[src/rtl/spi_io_ctrl_pkg.sv]
// Shared definitions for the PCMCIA-mapped SPI master: register map, control
// bit positions, sequencer states and the STATUS register layout.
package spi_io_ctrl_pkg;

  localparam logic [1:0] ADDR_DATA = 2'd0;
  localparam logic [1:0] ADDR_CTRL = 2'd1;
  localparam logic [1:0] ADDR_DIV  = 2'd2;

  localparam int CTRL_OVR_CLR   = 3;
  localparam int CTRL_IE        = 4;
  localparam int CTRL_SSEN      = 5;
  localparam int CTRL_TXOVR_CLR = 6;

  typedef enum logic [2:0] {
    S_IDLE,
    S_LOAD,
    S_LOW,
    S_HIGH,
    S_DONE
  } spi_state_e;

  // Field order matches STATUS bits 6..0
  typedef struct packed {
    logic txovr;
    logic ssen;
    logic ie;
    logic ovr;
    logic rxv;
    logic txf;
    logic busy;
  } spi_status_t;

  function automatic logic [7:0] pack_status(input spi_status_t s);
    return {1'b0, s};
  endfunction

endpackage

[src/rtl/spi_io_ctrl_clk_div.sv]
// SCLK half-period timer: counts while enabled, pulses tick when the count
// reaches the latched divider and restarts from zero.
module spi_clk_div #(
  parameter int DIV_W = 8
) (
  input  logic             gclk,
  input  logic             grst_n,
  input  logic             load,
  input  logic             en,
  input  logic [DIV_W-1:0] div_lat,
  output logic             tick
);

  logic [DIV_W-1:0] cnt;

  assign tick = en && (cnt == div_lat);

  always_ff @(posedge gclk) begin
    if (!grst_n || load || tick) cnt <= '0;
    else if (en)                 cnt <= cnt + 1'b1;
  end

endmodule

[src/rtl/spi_io_ctrl.sv]
// Byte-wide mode-0 SPI master behind the I/O window: register file, one-deep
// TX holding buffer and the bit sequencer that drives SCLK/MOSI.
module spi_io_ctrl
  import spi_io_ctrl_pkg::*;
#(
  parameter int               DIV_W   = 8,
  parameter logic [DIV_W-1:0] DIV_RST = 3
) (
  input  logic       CLK,
  input  logic       RESET,
  input  logic [1:0] ADDR,
  input  logic [7:0] WDATA,
  input  logic       WR_STB,
  input  logic       RD_STB,
  output logic [7:0] RDATA,
  output logic       SS,
  output logic       SCLK,
  output logic       MOSI,
  input  logic       MISO,
  output logic       INT
);

  spi_state_e       state;
  logic             busy, txf, rxv, ovr, txovr, ie, ssen;
  logic [DIV_W-1:0] div, div_lat;
  logic [7:0]       hold, shreg, rx_reg;
  logic             rx_bit;
  logic [2:0]       bitcnt;
  logic             sclk, mosi;
  logic             tick, byte_done;
  spi_status_t      st;

  logic wr_data, wr_ctrl, wr_div, rd_data;
  assign wr_data = WR_STB && (ADDR == ADDR_DATA);
  assign wr_ctrl = WR_STB && (ADDR == ADDR_CTRL);
  assign wr_div  = WR_STB && (ADDR == ADDR_DIV);
  assign rd_data = RD_STB && (ADDR == ADDR_DATA);

  // The received byte is committed on the tick that drops SCLK after bit 7,
  // so the DONE state that follows is purely the inter-byte gap cycle.
  assign byte_done = (state == S_HIGH) && tick && (bitcnt == 3'd7);

  spi_clk_div #(.DIV_W(DIV_W)) u_clk_div (
    .gclk    (CLK),
    .grst_n  (RESET),
    .load    (state == S_LOAD),
    .en      ((state == S_LOW) || (state == S_HIGH)),
    .div_lat (div_lat),
    .tick    (tick)
  );

  // Register file; where a set and a clear meet in one cycle the set wins.
  always_ff @(posedge CLK) begin
    if (!RESET) begin
      txf   <= 1'b0;
      rxv   <= 1'b0;
      ovr   <= 1'b0;
      txovr <= 1'b0;
      ie    <= 1'b0;
      ssen  <= 1'b0;
      div   <= DIV_RST;
      hold  <= '0;
    end else begin
      if (wr_ctrl) begin
        ie   <= WDATA[CTRL_IE];
        ssen <= WDATA[CTRL_SSEN];
        if (WDATA[CTRL_OVR_CLR])   ovr   <= 1'b0;
        if (WDATA[CTRL_TXOVR_CLR]) txovr <= 1'b0;
      end
      if (wr_div) div <= DIV_W'(WDATA);

      if (state == S_LOAD) txf <= 1'b0;
      if (wr_data) begin
        if (txf && (state != S_LOAD)) begin
          txovr <= 1'b1;
        end else begin
          hold <= WDATA;
          txf  <= 1'b1;
        end
      end

      if (rd_data) rxv <= 1'b0;
      if (byte_done) begin
        rxv <= 1'b1;
        if (rxv && !rd_data) ovr <= 1'b1;
      end
    end
  end

  always_ff @(posedge CLK) begin
    if (!RESET) begin
      state   <= S_IDLE;
      busy    <= 1'b0;
      sclk    <= 1'b0;
      mosi    <= 1'b0;
      shreg   <= '0;
      rx_bit  <= 1'b0;
      rx_reg  <= '0;
      bitcnt  <= '0;
      div_lat <= DIV_RST;
    end else begin
      unique case (state)
        S_IDLE: if (txf) state <= S_LOAD;
        S_LOAD: begin
          shreg   <= hold;
          busy    <= 1'b1;
          div_lat <= div;
          mosi    <= hold[7];
          bitcnt  <= '0;
          state   <= S_LOW;
        end
        S_LOW: if (tick) begin
          sclk   <= 1'b1;
          rx_bit <= MISO;
          state  <= S_HIGH;
        end
        S_HIGH: if (tick) begin
          sclk <= 1'b0;
          if (bitcnt != 3'd7) begin
            shreg  <= {shreg[6:0], rx_bit};
            mosi   <= shreg[6];
            bitcnt <= bitcnt + 3'd1;
            state  <= S_LOW;
          end else begin
            rx_reg <= {shreg[6:0], rx_bit};
            busy   <= 1'b0;
            mosi   <= 1'b0;
            state  <= S_DONE;
          end
        end
        S_DONE:  state <= txf ? S_LOAD : S_IDLE;
        default: state <= S_IDLE;
      endcase
    end
  end

  assign st = '{txovr: txovr, ssen: ssen, ie: ie, ovr: ovr,
                rxv: rxv, txf: txf, busy: busy};

  always_comb begin
    RDATA = '0;
    unique case (ADDR)
      ADDR_DATA: RDATA = rx_reg;
      ADDR_CTRL: RDATA = pack_status(st);
      ADDR_DIV:  RDATA = 8'(div);
      default:   RDATA = '0;
    endcase
  end

  assign SS   = ~ssen;
  assign SCLK = sclk;
  assign MOSI = mosi;
  assign INT  = ie & rxv;

endmodule
[config.mk]
export PLATFORM = sky130hd
export DESIGN_NAME = spi_io_ctrl
export DESIGN_NICKNAME = d
export VERILOG_FILES = /design/src/rtl/spi_io_ctrl_pkg.sv /design/src/rtl/spi_io_ctrl_clk_div.sv /design/src/rtl/spi_io_ctrl.sv
export SDC_FILE = /design/constraint.sdc
export NUM_CORES = 1
export LEC_CHECK = 0
export CORE_ASPECT_RATIO = 1.4
export CORE_MARGIN = 1
export CORE_UTILIZATION = 35
export CTS_CLUSTER_DIAMETER = 120
export DETAILED_ROUTE_END_ITERATION = 6
export HOLD_SLACK_MARGIN = 0.05
export SYNTH_ARGS = -nofsm -noshare
export SYNTH_HDL_FRONTEND = slang
export SYNTH_SLANG_ARGS = --single-unit
[constraint.sdc]
create_clock -name CLK -period 2.2 [get_ports CLK]
set_clock_uncertainty 0.2 [all_clocks]
set_input_delay 0.44 -clock CLK [delete_from_list [all_inputs] [get_ports CLK]]
set_output_delay 0.44 -clock CLK [all_outputs]
set_load 0.05 [all_outputs]
# After elaboration in Yosys (flattened, before gate mapping)
# Index checks and enable logic that the tools add are counted.
dict set report totals {
  inputBits 15
  elab_cells 101
  regBits 63
}
dict set report op_classes {
  bitwise_logic 4
  n_eq_ne 15
  n_reduce_logical 27
  mux 35
  addsub 2
}
# operator n
set op_table {}
lappend op_table {{case mux 8 bit (3 select lines)} 1}
lappend op_table {{two-way mux 1 bit} 20}
lappend op_table {{two-way mux 3 bit} 6}
lappend op_table {{case mux 3 bit (5 select lines)} 1}
lappend op_table {{AND reduction 3 bit} 5}
lappend op_table {{two-way mux 7 bit} 2}
lappend op_table {{case mux 7 bit (2 select lines)} 1}
lappend op_table {{logical AND 1 bit} 9}
lappend op_table {{adder 8 x 1 -> 8 bit, second input constant} 1}
lappend op_table {{== test 8 bit} 1}
lappend op_table {{!= test 2 bit, second input constant} 4}
lappend op_table {{== test 3 x 2 -> 1 bit, second input constant} 2}
lappend op_table {{== test 3 bit, second input constant} 2}
lappend op_table {{case mux 1 bit (2 select lines)} 3}
lappend op_table {{case mux 3 bit (2 select lines)} 1}
lappend op_table {{AND reduction 2 bit} 3}
lappend op_table {{nonzero test 2 bit} 3}
lappend op_table {{adder 3 x 1 -> 3 bit, second input constant} 1}
lappend op_table {{== test 3 x 1 -> 1 bit, second input constant} 1}
lappend op_table {{logical NOT 3 bit} 1}
lappend op_table {{logical OR 1 bit} 3}
lappend op_table {{!= test 3 x 1 -> 1 bit, second input constant} 1}
lappend op_table {{!= test 3 bit, second input constant} 1}
lappend op_table {{inverter 1 bit} 3}
lappend op_table {{other kinds (6)} 7}

# Longest topological paths before layout
dict set report depth {
  word_depth 6
  depth_mapped 8
}

# Cells and area by module
# A second synthesis with hierarchy kept.
dict set report hier_totals {
  cells_unflattened 323
  area_unflattened_um2 2816.5
}
# mod seq_area_each_um2 area_per_inst_um2 cells_per_inst instances
set modules_own_cells {}
lappend modules_own_cells {spi_io_ctrl 1101.1 2374.8 275 1}
lappend modules_own_cells {spi_clk_div 160.2 441.7 48 1}

# Worst setup path before layout
# Ideal clock, no wire load.
dict set report synth_path {
  path_type {input to output}
  from {input ADDR[1]}
  to {output RDATA[0]}
  path_stages 3
  setup_slack_ps -511
  arrival_time_ps 2071
  required_ps 1560
  path_buffers 1
  path_cell_list {clkbuf_1 mux2i_1 o21ai_0}
}
dict set report synth_between {
  elab_chain_len 2
}
# element line_no
set synth_lines {}
lappend synth_lines {{start, declared} spi_io_ctrl.sv:11} ;# input logic [1:0] ADDR,
lappend synth_lines {{== test 2 bit, or another cell as far along} spi_io_ctrl.sv:142} ;# unique case (ADDR)
lappend synth_lines {{case mux 8 bit (3 select lines) (*)} spi_io_ctrl.sv:142}
lappend synth_lines {{end, declared} spi_io_ctrl.sv:15} ;# output logic [7:0] RDATA,
# Mark *: on every way between the ends. The rest lies on a longest branch, timed or not.

# Worst setup path after layout
dict set report layout_path {
  from {register u_clk_div.cnt[5]}
  to {register state[0]}
}
dict set report layout_between {
  elab_chain_len 4
}
# element line_no
set layout_lines {}
lappend layout_lines {{start, declared} spi_io_ctrl_clk_div.sv:14} ;# logic [DIV_W-1:0] cnt;
lappend layout_lines {{start signal, assigned} spi_io_ctrl_clk_div.sv:20} ;# else if (en) cnt <= cnt + 1'b1;
lappend layout_lines {{== test 8 bit (*)} spi_io_ctrl_clk_div.sv:16} ;# assign tick = en && (cnt == div_lat);
lappend layout_lines {{logical AND 1 bit (*)} spi_io_ctrl_clk_div.sv:16}
lappend layout_lines {{!= test 2 bit (no line)} --}
lappend layout_lines {{AND reduction 3 bit (no line) (*)} --}
lappend layout_lines {{end signal, assigned} spi_io_ctrl.sv:131} ;# S_DONE: state <= txf ? S_LOAD : S_IDLE;
lappend layout_lines {{end, declared} spi_io_ctrl.sv:23} ;# spi_state_e state;
# Marks and branches as above.
# A chain may end at the register's enable or synchronous reset.

==> results.rst <==
.. list-table::
   :header-rows: 1

   * - Metric
     - Value
   * - Number of clock buffers inserted by TritonCTS
     - 9
   * - Ys Warns
     - 0
   * - Leading cell type by number of instances after synthesis
     - sky130_fd_sc_hd__dfxtp_1
   * - Number of nets at the end of the flow
     - 377
   * - P per Cell Area
     - between 600 and 700 nW/um^2
   * - Number of nets in the synthesized netlist
     - 328
   * - Top Ports
     - 27
   * - Layout overhead on the synthesized area
     - 32.7%
   * - Post-synth top area cell
     - sky130_fd_sc_hd__dfxtp_1
   * - Top post-synthesis cells by area
     - sky130_fd_sc_hd__dfxtp_1 45%, sky130_fd_sc_hd__mux2i_1 15%, sky130_fd_sc_hd__nand2_1 8.3%, sky130_fd_sc_hd__nor2_1 4.0%, sky130_fd_sc_hd__mux2_2 2.8%
   * - Instance area at placement
     - 3440 sq um
   * - Portion of the clock cycle consumed by the worst path in the final layout
     - 97.6%
   * - Result of the run
     - completed
   * - Congestion Overflow GR
     - 0
   * - Type of origin of the critical path
     - flip-flop
   * - Worst min path class
     - reg2reg
   * - Share of synthesized registers carrying an async set or reset
     - 0%
   * - Y dimension of the die
     - around 110 microns
   * - Final Hold Viols
     - 0
   * - Setup repair after global routing missed its margin
     - yes
   * - Number of buffers added on ports
     - 26
   * - Standard-cell rows
     - 38
   * - Largest voltage drop on the vdd net
     - 0.000301 V
   * - Detail-routed via count per cell
     - ~4.9
   * - Total number of vias
     - 2249
   * - Number of design rule violations left after detail routing
     - 0
   * - Clock period minus worst slack
     - 2.15 ns
   * - CTS H-tree depth
     - 3
   * - Critical path data required time
     - 2.23 ns
   * - Starting Density
     - 36.0%
   * - Core ar.
     - about 7700 sq um
   * - First DRT Iteration DRCs
     - 93
   * - Area taken by flip-flops and latches
     - 1260 sq um
   * - Number of max-cap violations
     - 0
   * - Wire length after detailed routing
     - 6520 microns
   * - Clock transition at path regs
     - roughly 0.070 ns
   * - Yosys top cell area share
     - around 45%
   * - Number of iterations in the first detailed-routing pass
     - 4
   * - Count of nets left with antenna violations after detail routing
     - 0
   * - Endpoint type of the worst setup path
     - flip-flop
   * - Count of flip-flops with a built-in enable after synthesis
     - 0
   * - Final standard cell utilization of the core
     - 47.8%
   * - Crit Path Class
     - reg2reg
   * - Post-DP HPWL
     - about 4700 microns
   * - DIE AREA
     - 8340 sq um
   * - CTS root buffer
     - sky130_fd_sc_hd__clkbuf_8
   * - Number of flip-flops and latches in the synthesized netlist
     - 63
   * - Share of the yosys chip area belonging to registers
     - 45.2%
   * - Top_reg_cell synth
     - sky130_fd_sc_hd__dfxtp_1
   * - CTS Sinks
     - 63
   * - Number of distinct library cells after synthesis
     - 41
   * - Crit path DAT
     - 2.17 ns
   * - Die width
     - approximately 77 microns
   * - Final design instance area without fill
     - around 3700 sq um
   * - Actual transition at the worst max-transition pin
     - 0.573 ns
   * - Combined area of the multi-input logic cells
     - 1490 sq um
   * - Filler cell count in the final layout
     - 760
   * - Wire length per cell after detailed routing
     - 14.1 microns
   * - Relative slew slack
     - approximately 60%
   * - List of most frequent post-synthesis cells
     - 63 x sky130_fd_sc_hd__dfxtp_1, 62 x sky130_fd_sc_hd__nand2_1, 41 x sky130_fd_sc_hd__mux2i_1
   * - Clock Latency Late Sink
     - 0.34 ns
   * - Number of max-slew violations in the final report
     - 0
   * - Antenna violations before repair
     - 0
   * - GP Congestion
     - roughly 0.83
   * - Final worst slack
     - 0.0529 ns
   * - CTS tree
     - done
   * - Post-synthesis cell area
     - 2790 sq um
   * - Synth Instances
     - 310
   * - P_leak
     - about 1.5 nW
   * - Max clock buf depth
     - 2
   * - Total negative slack for setup checks
     - 0 ns
   * - Setup WS pre-CTS
     - -0.103 ns
   * - Share of cells above drive strength 1
     - 20.9%
   * - Largest net degree at the start of global routing
     - 40
   * - Wire length of the first global-routing pass
     - 10600 microns
   * - Count of final setup violators
     - 0
   * - Number of global-route vias before repair
     - 2225
   * - Crit path max fanout
     - 4
   * - GRT Total Usage
     - between 15 and 20%
   * - Hold slack final
     - 0.265 ns
   * - FMAX
     - 466 MHz
   * - Average instance area after synthesis
     - between 9 and 10 sq um
   * - Post-CTS Setup Bufs
     - 0
   * - Diodes inserted
     - 0
## cells in the final DEF, fill, tap and decap left out, types with 8 or more instances in the layout
cell                              Yosys  layout
sky130_fd_sc_hd__clkdlybuf4s50_1      0      15
sky130_fd_sc_hd__nand2_1             62      62
sky130_fd_sc_hd__a21oi_1             12      12
sky130_fd_sc_hd__nor2_1              30      29
sky130_fd_sc_hd__nand3_1             13      12
sky130_fd_sc_hd__mux2i_1             41      41
sky130_fd_sc_hd__buf_4                2      23
sky130_fd_sc_hd__clkbuf_8             0      11
sky130_fd_sc_hd__dfxtp_1             63      61
sky130_fd_sc_hd__buf_12               0      13
sky130_fd_sc_hd__xor2_1               8       8
## final timing paths
check / end / depth (start not counted) / slack [ns] / start
worst min register to register: rx_reg[4] / 2 / 0.26 / rx_reg[4]
worst max register to register: state[0] / 5 / 0.05 / u_clk_div.cnt[5]
worst max-delay path: state[0] / 5 / 0.05 / u_clk_div.cnt[5]
worst min-delay path: rx_reg[4] / 2 / 0.26 / rx_reg[4]
## layer usage
| layer | share of wire (%) | GRT usage [%] | up-vias | wire, microns |
|---|---|---|---|---|
| li1 | - | - | 1152 | - |
| met1 | 45 | 19.2 | 1062 | 2960 |
| met2 | 51 | 29.1 | 31 | 3300 |
| met3 | 2.8 | 4.24 | 4 | 184 |
| met4 | 1.1 | 8.22 | 0 | 74 |
| met5 | 0 | 0 | - | 0 |
## area by class of cell
type	count	area share [%]
Clock buffer	12	4.19
Clock inverter	3	1.15
Inverter	4	0.406
Multi-Input combinational cell	227	40.1
Sequential cell	63	34.1
Tap cell	100	3.38
Timing Repair Buffer	54	16.6
## worst max-delay path, cell delays in order, from the launching register on
cell                      delay [ns]
sky130_fd_sc_hd__dfxtp_2        0.34
sky130_fd_sc_hd__xnor2_2        0.17
sky130_fd_sc_hd__nand3_2        0.13
sky130_fd_sc_hd__or4_2          0.76
sky130_fd_sc_hd__buf_4          0.18
sky130_fd_sc_hd__a32o_1         0.25
## report_power, final
part           switching (W)  total (W)  internal (W)
sequential         0.0000138    0.00117       0.00116
clock               0.000431    0.00101      0.000577
combinational       0.000116   0.000222      0.000106
total               0.000561    0.00240       0.00184
## cells by family after synthesis
| logic type | synth area share (%) |
|---|---|
| compound gates | 7.71 |
| simple gates | 19.9 |
| fa+ha+maj | 1.35 |
| flops | 45.2 |
| mux | 17.5 |
| buf+inv | 3.63 |
| xor+xnor | 4.71 |
## what timing repair did
| item | in CTS | in global routing |
|---|---|---|
| resized for setup | 10 | 7 |
| hold buffers | 0 | 0 |
| pin swaps | 0 | 3 |
| setup endpoints to repair | 9 | 17 |
| gates cloned | 0 | 1 |
## through the flow
stage	std cells	power [W]
floorplan	310	0.00131
global placement	447	0.00141
detailed placement	447	0.00142
CTS	462	0.00244
global route	463	0.00251
finish	463	0.00240
(Power assumes the default switching activity.)
